$ cat src/rtl/sound_pkg.sv
// Shared types and constants for the win/lose sound sequencer.
//   - state_e  : sequencer FSM states
//   - mel_e    : melody selector
//   - pend_t   : one-deep pending-request slot
//   - WIN_TABLE / LOSE_TABLE : note tables, entry [0] plays first
package sound_pkg;

    localparam int unsigned CNT_W          = 26;
    localparam int unsigned TONE_W         = 4;
    localparam int unsigned TABLE_LEN      = 4;
    localparam int unsigned TAB_IDX_W      = 2;
    localparam int unsigned DEF_NOTE_TICKS = 12_500_000;
    localparam int unsigned DEF_GAP_TICKS  = 2_500_000;
    localparam int unsigned DEF_MELODY_LEN = 4;

    typedef enum logic [1:0] {
        IDLE = 2'd0,
        PLAY = 2'd1,
        GAP  = 2'd2,
        DONE = 2'd3
    } state_e;

    typedef enum logic {
        WIN_MEL  = 1'b0,
        LOSE_MEL = 1'b1
    } mel_e;

    typedef logic [TONE_W-1:0] tone_t;

    typedef struct packed {
        logic valid;
        mel_e mel;
    } pend_t;

    // Rightmost element is note 0.
    localparam tone_t [TABLE_LEN-1:0] WIN_TABLE  = {4'd7, 4'd4, 4'd2, 4'd0};
    localparam tone_t [TABLE_LEN-1:0] LOSE_TABLE = {4'd0, 4'd3, 4'd5, 4'd7};

endpackage

$ cat src/rtl/melody_rom.sv
// Combinational melody lookup: (melody select, note index) -> tone index.
//   mel_sel_i  : WIN_MEL or LOSE_MEL
//   note_idx_i : position within the melody
//   tone_idx_o : tone generator index for that note
module melody_rom
    import sound_pkg::*;
#(
    parameter int unsigned IDX_W = 2
) (
    input  mel_e             mel_sel_i,
    input  logic [IDX_W-1:0] note_idx_i,
    output tone_t            tone_idx_o
);

    logic [TAB_IDX_W-1:0] tab_idx;

    // Tables hold four notes; the index is narrowed to the table range.
    always_comb begin
        tab_idx    = TAB_IDX_W'(note_idx_i);
        tone_idx_o = '0;
        if (mel_sel_i == LOSE_MEL) begin
            tone_idx_o = LOSE_TABLE[tab_idx];
        end else begin
            tone_idx_o = WIN_TABLE[tab_idx];
        end
    end

endmodule

$ cat src/rtl/sound_sequencer.sv
// Plays a short win or lose melody on request from the game FSM.
//   clk, resetN   : clock, synchronous active-low reset
//   win_req       : one-cycle request for the win melody
//   lose_req      : one-cycle request for the lose melody (has priority)
//   mute          : level, gates enable_sound only
//   tone_idx      : note index for the tone generator
//   enable_sound  : tone generator enable (sounding note and not muted)
//   busy          : sequencer not idle
//   done          : one-cycle pulse at the end of a completed melody
module sound_sequencer
    import sound_pkg::*;
#(
    parameter int unsigned NOTE_TICKS = DEF_NOTE_TICKS,
    parameter int unsigned GAP_TICKS  = DEF_GAP_TICKS,
    parameter int unsigned MELODY_LEN = DEF_MELODY_LEN
) (
    input  logic        clk,
    input  logic        resetN,
    input  logic        win_req,
    input  logic        lose_req,
    input  logic        mute,
    output logic [3:0]  tone_idx,
    output logic        enable_sound,
    output logic        busy,
    output logic        done
);

    localparam int unsigned IDX_W = (MELODY_LEN > 1) ? $clog2(MELODY_LEN) : 1;

    localparam logic [CNT_W-1:0] NOTE_LOAD = CNT_W'(NOTE_TICKS - 1);
    localparam logic [CNT_W-1:0] GAP_LOAD  = CNT_W'(GAP_TICKS - 1);
    localparam logic [IDX_W-1:0] LAST_IDX  = IDX_W'(MELODY_LEN - 1);

    state_e             state_q, state_d;
    logic [CNT_W-1:0]   cnt_q, cnt_d;
    logic [IDX_W-1:0]   idx_q, idx_d;
    mel_e               mel_q, mel_d;
    pend_t              pend_q, pend_d;

    tone_t              tone_idx_q, tone_idx_d;
    logic               enable_q, enable_d;
    logic               busy_q, busy_d;
    logic               done_q, done_d;

    tone_t              rom_tone_c;
    logic               cnt_zero_c;
    logic               last_note_c;
    logic               pend_lose_c;

    // Lookup is done on the next-state note so the tone register lines up
    // with the state it belongs to.
    melody_rom #(
        .IDX_W (IDX_W)
    ) u_rom (
        .mel_sel_i  (mel_d),
        .note_idx_i (idx_d),
        .tone_idx_o (rom_tone_c)
    );

    // State and output registers.
    always_ff @(posedge clk) begin
        if (!resetN) begin
            state_q    <= IDLE;
            cnt_q      <= '0;
            idx_q      <= '0;
            mel_q      <= WIN_MEL;
            pend_q     <= '0;
            tone_idx_q <= '0;
            enable_q   <= 1'b0;
            busy_q     <= 1'b0;
            done_q     <= 1'b0;
        end else begin
            state_q    <= state_d;
            cnt_q      <= cnt_d;
            idx_q      <= idx_d;
            mel_q      <= mel_d;
            pend_q     <= pend_d;
            tone_idx_q <= tone_idx_d;
            enable_q   <= enable_d;
            busy_q     <= busy_d;
            done_q     <= done_d;
        end
    end

    // Next-state, tick counter, note index and pending-slot logic.
    always_comb begin
        state_d     = state_q;
        cnt_d       = cnt_q;
        idx_d       = idx_q;
        mel_d       = mel_q;
        pend_d      = pend_q;
        cnt_zero_c  = (cnt_q == '0);
        last_note_c = (idx_q == LAST_IDX);
        pend_lose_c = pend_q.valid && (pend_q.mel == LOSE_MEL);

        unique case (state_q)
            IDLE: begin
                if (win_req || lose_req) begin
                    state_d = PLAY;
                    cnt_d   = NOTE_LOAD;
                    idx_d   = '0;
                    mel_d   = lose_req ? LOSE_MEL : WIN_MEL;
                end
            end

            PLAY, GAP: begin
                if (lose_req && (mel_q == WIN_MEL)) begin
                    // Lose aborts a running win melody without a done pulse.
                    state_d = PLAY;
                    cnt_d   = NOTE_LOAD;
                    idx_d   = '0;
                    mel_d   = LOSE_MEL;
                end else begin
                    if (lose_req) begin
                        pend_d = '{valid: 1'b1, mel: LOSE_MEL};
                    end else if (win_req && !pend_lose_c) begin
                        pend_d = '{valid: 1'b1, mel: WIN_MEL};
                    end

                    if (!cnt_zero_c) begin
                        cnt_d = cnt_q - CNT_W'(1);
                    end else if (state_q == PLAY) begin
                        if (last_note_c) begin
                            state_d = DONE;
                        end else begin
                            state_d = GAP;
                            cnt_d   = GAP_LOAD;
                        end
                    end else begin
                        state_d = PLAY;
                        cnt_d   = NOTE_LOAD;
                        idx_d   = idx_q + IDX_W'(1);
                    end
                end
            end

            DONE: begin
                // A fresh request competes with the pending one; lose wins.
                if (lose_req || pend_lose_c) begin
                    state_d = PLAY;
                    cnt_d   = NOTE_LOAD;
                    idx_d   = '0;
                    mel_d   = LOSE_MEL;
                    pend_d  = '0;
                    if (win_req && !lose_req) begin
                        pend_d = '{valid: 1'b1, mel: WIN_MEL};
                    end
                end else if (win_req || pend_q.valid) begin
                    state_d = PLAY;
                    cnt_d   = NOTE_LOAD;
                    idx_d   = '0;
                    mel_d   = WIN_MEL;
                    pend_d  = '0;
                end else begin
                    state_d = IDLE;
                end
            end

            default: begin
                state_d = IDLE;
            end
        endcase
    end

    // Output values for the next cycle, derived from the next state.
    always_comb begin
        tone_idx_d = '0;
        enable_d   = 1'b0;
        busy_d     = 1'b0;
        done_d     = 1'b0;
        if (state_d != IDLE) begin
            tone_idx_d = rom_tone_c;
            busy_d     = 1'b1;
        end
        enable_d = (state_d == PLAY) && !mute;
        done_d   = (state_d == DONE);
    end

    assign tone_idx     = tone_idx_q;
    assign enable_sound = enable_q;
    assign busy         = busy_q;
    assign done         = done_q;

endmodule

$ cat config.mk
export PLATFORM = sky130hd
export DESIGN_NAME = sound_sequencer
export DESIGN_NICKNAME = d
export VERILOG_FILES = /design/src/rtl/sound_pkg.sv /design/src/rtl/melody_rom.sv /design/src/rtl/sound_sequencer.sv
export SDC_FILE = /design/constraint.sdc
export NUM_CORES = 1
export LEC_CHECK = 0
export CORE_MARGIN = 1
export CORE_UTILIZATION = 55
export DETAILED_ROUTE_END_ITERATION = 7
export DONT_BUFFER_PORTS = 1
export GPL_ROUTABILITY_DRIVEN = 0
export PLACE_DENSITY = 0.73
export SLEW_MARGIN = 20
export SYNTH_ARGS = -nofsm -noshare
export SYNTH_HDL_FRONTEND = slang
export SYNTH_SLANG_ARGS = --single-unit
$ cat constraint.sdc
create_clock -name clk -period 2.2 [get_ports clk]
set_clock_uncertainty 0.1 [all_clocks]
set_input_delay 0.44 -clock clk [delete_from_list [all_inputs] [get_ports clk]]
set_output_delay 0.44 -clock clk [all_outputs]
set_load 0.1 [all_outputs]
# After elaboration in Yosys (flattened, before gate mapping)
# Cells that the tools add are included.
op_classes:
  addsub: 2
  order_cmp: 1
  n_eq_ne: 11
  muxes: 42
  bitwise_logic: 1
  reduce_logical: 19
op_table:
  columns: ["op", "n"]
  rows:
  - ["26-bit 2-to-1 mux", 7]
  - ["26-bit one-hot mux with 3 select lines", 1]
  - ["2-bit 2-to-1 mux", 16]
  - ["26-bit logical NOT", 1]
  - ["26-bit by 1-bit subtractor with 26-bit output, second input constant", 1]
  - ["4-bit binary-select mux with 2-bit select", 2]
  - ["4-bit 2-to-1 mux", 3]
  - ["2-bit one-hot mux with 3 select lines", 2]
  - ["1-bit 2-to-1 mux", 9]
  - ["2-bit == test, second input constant", 4]
  - ["3-bit inequality test, second input constant", 2]
  - ["1-bit logical AND", 5]
  - ["5-bit inequality test, second input constant", 1]
  - ["2-bit by 1-bit == test with 1-bit output, second input constant", 2]
  - ["2-bit inequality test, second input constant", 2]
  - ["2-bit one-hot mux with 2 select lines", 1]
  - ["4-bit AND reduction", 1]
  - ["2-bit nonzero test", 2]
  - ["1-bit logical NOT", 3]
  - ["1-bit logical OR", 3]
  - ["2-bit by 3-bit < comparator with 1-bit output, second input constant", 1]
  - ["1-bit one-hot mux with 3 select lines", 1]
  - ["3-bit AND reduction", 1]
  - ["2-bit by 1-bit adder with 2-bit output, second input constant", 1]
  - ["other kinds (4)", 4]
totals:
  reg_bits: 40
  input_bits: 5
  out_inout_bits: 7
  wordCells: 86

# Logic depth before layout (Yosys ltp)
logic_depth:
  word_depth: 8
  ltp_mapped: 9
  mapped_depth_nobuf: 8

# Modules after synthesis
# A second synthesis with hierarchy kept.
unflattened:
  cells_unflattened: 279
  area_unflattened_um2: 2278.4
modules_own_cells:
  columns: ["module", "n_inst", "cells_each", "area_per_inst_um2", "seq_area_each_um2"]
  rows:
  - ["sound_sequencer", 1, 273, 2237.1, 800.8]
  - ["melody_rom", 1, 6, 41.3, 0.0]

# Worst setup path after synthesis
# Ideal clock, no wire load.
synth_path:
  path_kind: "reg-to-reg"
  startpoint: "register cnt_q[16]"
  endpoint: "register cnt_q[23]"
  setup_time_ns: 0.117
  arrival_time_ns: 2.274
  required_ns: 1.983
  slack_ns: -0.291
  path_stages_with_launch: 9
  path_buffers: 2
  period_less_slack_ns: 2.491
  path_cell_list: "dfxtp_1 -> or4_4 -> or3_1 -> buf_2 -> or3_1 -> buf_6 -> o21ai_4 -> nor2_2 -> a32o_1"
synth_between:
  elab_chain_cells: 4
  word_cells_on_any_way: 7
  cone_classes: "1 x add/sub; 1 x eq/ne; 3 x mux; 2 x reduce/logical"
synth_rtl:
  columns: ["item", "line", "rtl"]
  rows:
  - ["from (decl)", "sound_sequencer.sv:35", "logic [CNT_W-1:0] cnt_q, cnt_d;"]
  - ["from (signal assigned)", "sound_sequencer.sv:74", "cnt_q <= cnt_d;"]
  - ["26-bit by 1-bit subtractor with 26-bit output / 26-bit logical NOT (equally long branches)", "sound_sequencer.sv:121, sound_sequencer.sv:92", null]
  - ["26-bit 2-to-1 mux", "sound_sequencer.sv:120", "if (!cnt_zero_c) begin"]
  - ["26-bit 2-to-1 mux", "sound_sequencer.sv:107", "if (lose_req && (mel_q == WIN_MEL)) begin"]
  - ["26-bit one-hot mux with 3 select lines", "sound_sequencer.sv:96", "unique case (state_q)"]
# Several ways; a longest one is shown, not always the timed one.
# A chain may end at the register's enable or synchronous reset.

# Worst setup path after layout
layout_path:
  startpoint: "register cnt_q[19]"
  endpoint: "register tone_idx_q[0] (netlist: tone_idx[0])"
layout_between:
  elab_chain_cells: 7
  word_cells_on_any_way: 14
  cone_classes: "11 x mux; 3 x reduce/logical"
layout_rtl:
  columns: ["item", "line", "rtl"]
  rows:
  - ["26-bit logical NOT (*)", "sound_sequencer.sv:92", "cnt_zero_c = (cnt_q == '0);"]
  - ["2-bit 2-to-1 mux", "sound_sequencer.sv:120", null]
  - ["2-bit 2-to-1 mux", "sound_sequencer.sv:107", null]
  - ["2-bit one-hot mux with 3 select lines", "sound_sequencer.sv:96", null]
  - ["4-bit binary-select mux with 2-bit select, on equally long branches", "melody_rom.sv:24, melody_rom.sv:22", null]
  - ["4-bit 2-to-1 mux, on equally long branches", "melody_rom.sv:24, melody_rom.sv:22", null]
  - ["4-bit 2-to-1 mux", "melody_rom.sv:21", "if (mel_sel_i == LOSE_MEL) begin"]
  - ["to (signal assigned)", "sound_sequencer.sv:78", "tone_idx_q <= tone_idx_d;"]
  - ["to (decl)", "sound_sequencer.sv:40", "tone_t tone_idx_q, tone_idx_d;"]
# Mark *: on every way between the ends. The rest lies on a longest branch, timed or not. The select of a mux whose other input is x is not followed.

==> results by stage <==
Timing:
- The total of endpoints with negative setup slack in the final report is 36.
- In this run the tightest slew margin relative to its limit is 43.1%.
- Static timing analysis puts the maximum clock frequency at 355 MHz.
- Setup repair after global routing could not meet its margin everywhere.
- The total negative setup slack is -9.76 ns.
- Subtracting the final worst setup slack from the clock period gives roughly 2.8 ns.
- The number of failing hold endpoints at the final stage is 0.
- The slew at the pin with the worst max-slew slack is roughly 0.84 ns.
- The worst path uses 128% of the clock period.
- The minimum setup slack in the final design is -0.619 ns.
- The number of max-slew violations in the final report is 0.

Run status:
- The final reports fail on negative setup slack.
- The run finished, with violations left.

Die:
- The core region is 4090 µm².
- The floorplan has 23 rows.
- The height of the chip is 67.8 µm.
- In this run the horizontal extent of the chip is 67.8 µm.
- 12 I/O pins were placed.
- The die covers 4600 µm².
- Once the floorplan was initialized, standard cells occupied 58.3% of the core.

Final layout:
- Compared with the post-synthesis result, the final layout area differs by 41.8%.
- The final net count is approximately 400.
- Fill cells in the final layout number 248.
- Measured on the finished design, the core utilization comes to 82.6%.
- Cells with a size suffix above 1 make up 37.2% of the layout.
- The antenna diode count is 0.

CTS:
- The H-tree depth is 2.
- The number of sinks driven by the clock tree is 39.
- CTS placed an instance of sky130_fd_sc_hd__clkbuf_8 at the clock tree root.
- The count of hold buffers inserted by post-cts repair is 0.
- After clock tree synthesis, the clock-pin slew on the worst setup and hold paths is 0.08 ns.
- The clock tree from TritonCTS is built.
- In this run the deepest clock path goes through 2 buffers.
- The clock latency of the later-clocked register in the worst-skew pair is 0.30 ns.
- The TritonCTS buffer count is 5.

Setup path:
- The highest net fanout along the worst path is 4.
- The endpoint identified for the worst register-to-register timing path is tone_idx[0].
- The cell depth of the worst flop-to-flop path is 8.
- Following the worst setup path forward leads to its endpoint at tone_idx[0].
- The category of the worst setup path capture point is a register.
- STA classifies the critical path startpoint as a register.
- The required arrival time at the worst endpoint is ~2.3 ns.
- The worst register-to-register path begins at cnt_q[19].
- The startpoint of the worst setup timing path is cnt_q[19].
- The arrival time reported for the critical path endpoint is 2.86 ns.
- The critical path is of the register to register type.
- The reg-to-reg setup timing slack is -0.62 ns.

Global route:
- The first global-routing pass estimated 12.5 mm of wire.
- Entering global routing, the biggest net connects 19 pins.
- The number of antenna violations at the first check in global routing is 1.
- The total congestion overflow after global routing is 0.
- The via count of the first global-routing pass is 2619.
- Global routing consumed, over all layers together, 37.5% of the routing resources.

Route:
- Using the TritonRoute via totals, the vias-per-cell ratio works out to 6.68.
- The DRC violation count after routing is 0.
- The detailed router placed 2900 vias in this run.
- After the first detailed-routing iteration, the DRC count stood at 420.
- The post-detailed-route count of antenna-violating nets is 0.
- The average detailed-routed wire length per instance is 21.3 µm.
- The detailed-route wire length is 9.24 mm.
- The detailed-routing iteration count for the pre-antenna-repair pass is 8.

Placement:
- The number of buffers added on ports is 0.
- The detailed placement HPWL is between 5 and 6 mm.
- Before CTS, the worst setup slack after placement is -0.305 ns.

Synthesis:
- The number of unique standard cell types used by synthesis is 60.
- The top flip-flop cell by instance count after synthesis is sky130_fd_sc_hd__dfxtp_1.
- In the synthesized netlist, the cells that appear most often are sky130_fd_sc_hd__dfxtp_1, sky130_fd_sc_hd__nor2_1, sky130_fd_sc_hd__nand2_1.
- In the synthesized netlist, the number of instances is approximately 300.
- The synthesized design devotes to its leading area cell type 32.8% of total area.
- The Yosys step of the flow raised 0 warnings.
- The register bit total from synthesis is 39.
- By area the synthesized netlist is led by sky130_fd_sc_hd__dfxtp_1, sky130_fd_sc_hd__nor2_1, sky130_fd_sc_hd__a21oi_1, sky130_fd_sc_hd__xnor2_1, sky130_fd_sc_hd__nor3_1.
- sky130_fd_sc_hd__dfxtp_1 is the most common cell in the netlist.
- The top cell type by total area after synthesis is sky130_fd_sc_hd__dfxtp_1.
- Counting flops with a built-in enable in the synthesized netlist gives 0.
- The share of synthesized registers carrying an async set or reset is 0%.
- The net count after synthesis is 308.
- Of the synthesized area, sequential elements account for roughly 33%.
- A synthesized cell averages 8.05 µm².
- The area of the mapped netlist is about 2400 µm².

Pwr:
- The leakage power is 1.41 nW.
- Across the VDD grid, the largest voltage drop is 417 µV.
- The power per cell area is ~630 nW/µm².

Flow run:
- Max-cap violations in this run came to 0.

Hold path:
- The min-delay analysis places its worst path in the category input port to register.
worst min path at each step:
stage | from | end | slack, ns | cells after the start
after floorplan | cnt_q[15] | cnt_q[15] | 0.33 | 2
after global placement | cnt_q[15] | cnt_q[15] | 0.34 | 2
after detailed placement | cnt_q[15] | cnt_q[15] | 0.36 | 2
after CTS | mute | enable_sound | 0.12 | 1
after global routing | mute | enable_sound | 0.12 | 1
final | mute | enable_sound | 0.12 | 1
report_power, final:
group / total, mW / switching, mW / internal [mW]
Sequential: 0.821 / 0.0523 / 0.769
Combinational: 0.815 / 0.485 / 0.331
Clock: 0.502 / 0.256 / 0.246
Total: 2.14 / 0.793 / 1.35
cell usage in the layout, fill, tap and decap left out, drive strengths merged, types with 6 or more instances in the layout:
| cell | Yosys | layout |
|---|---|---|
| a21oi | 20 | 20 |
| or3 | 10 | 10 |
| nor3 | 20 | 20 |
| ha | 7 | 7 |
| clkbuf | 6 | 6 |
| nor2 | 34 | 34 |
| buf | 5 | 92 |
| dfxtp | 39 | 39 |
| o21a | 6 | 6 |
| nor4 | 11 | 11 |
| nand3 | 11 | 11 |
| inv | 11 | 11 |
| xnor2 | 11 | 11 |
| nand2 | 24 | 24 |
| o21ai | 18 | 18 |
metrics by stage:
| step | hold slack [ns] | total power [mW] | instance area, µm² | std cells |
|---|---|---|---|---|
| finish | 0.121 | 2.14 | 3380 | 434 |
| global route | 0.119 | 2.21 | 3380 | 434 |
| CTS | 0.120 | 2.05 | 3290 | 433 |
| floorplan | 0.329 | 1.26 | 2440 | 296 |
| detailed placement | 0.356 | 1.54 | 3050 | 417 |
| global placement | 0.344 | 1.52 | 3050 | 417 |
layer usage:
layer	GRT usage [%]	part of all wire [%]	wire, µm	vias to the layer above
li1	-	-	-	1278
met1	46.2	36	3310	1319
met2	59.4	44	4100	232
met3	8.17	12	1150	69
met4	22.7	7.2	666	2
met5	0	0.14	13	-
timing repair:
| item | in CTS | in global routing |
|---|---|---|
| buffers inserted | 8 | 2 |
| cloned | 1 | 0 |
| setup endpoints to repair | 33 | 34 |
| pin swaps | 15 | 17 |
| resized for setup | 27 | 21 |
| hold endpoints to repair | 0 | 0 |
flip-flops by register name (all words and copies together), names as in the netlist, 2 cells and up:
name      cells
state_q       2
cnt_q        26
tone_idx      3
pend_q        2
idx_q         2
logic make-up after synthesis:
logic type	count (synthesis)	share of synthesized area, %
DFF	39	32.8
buffers and inverters	23	4.25
and+or+nand+nor	138	31.6
AOI/OAI and AO/OA	77	23.5
adders and majority gates	7	3.68
other	1	0.157
xor gates and xnor gates	11	4.04
layout make-up:
class                   instances  area, µm²  share of cell area [%]
multi-input cells             234       1660                    49.2
flip-flops and latches         39        785                    23.2
repair buffers                 92        736                    21.8
clock buffers                   6       82.6                    2.45
well taps                      50       62.6                    1.85
inverters                      12       45.0                    1.33
clock inverters                 1       5.00                   0.148
worst max-delay path, stage by stage, from the launching register on:
cell and delay (ns):
sky130_fd_sc_hd__dfxtp_1 0.32, sky130_fd_sc_hd__or4_4 0.54, sky130_fd_sc_hd__or3_4 0.36, sky130_fd_sc_hd__buf_6 0.14
sky130_fd_sc_hd__nor3_4 0.21, sky130_fd_sc_hd__buf_6 0.13, sky130_fd_sc_hd__nand2_1 0.05, sky130_fd_sc_hd__and4b_1 0.27
sky130_fd_sc_hd__a2111oi_4 0.53
(Power assumes the default switching activity.)
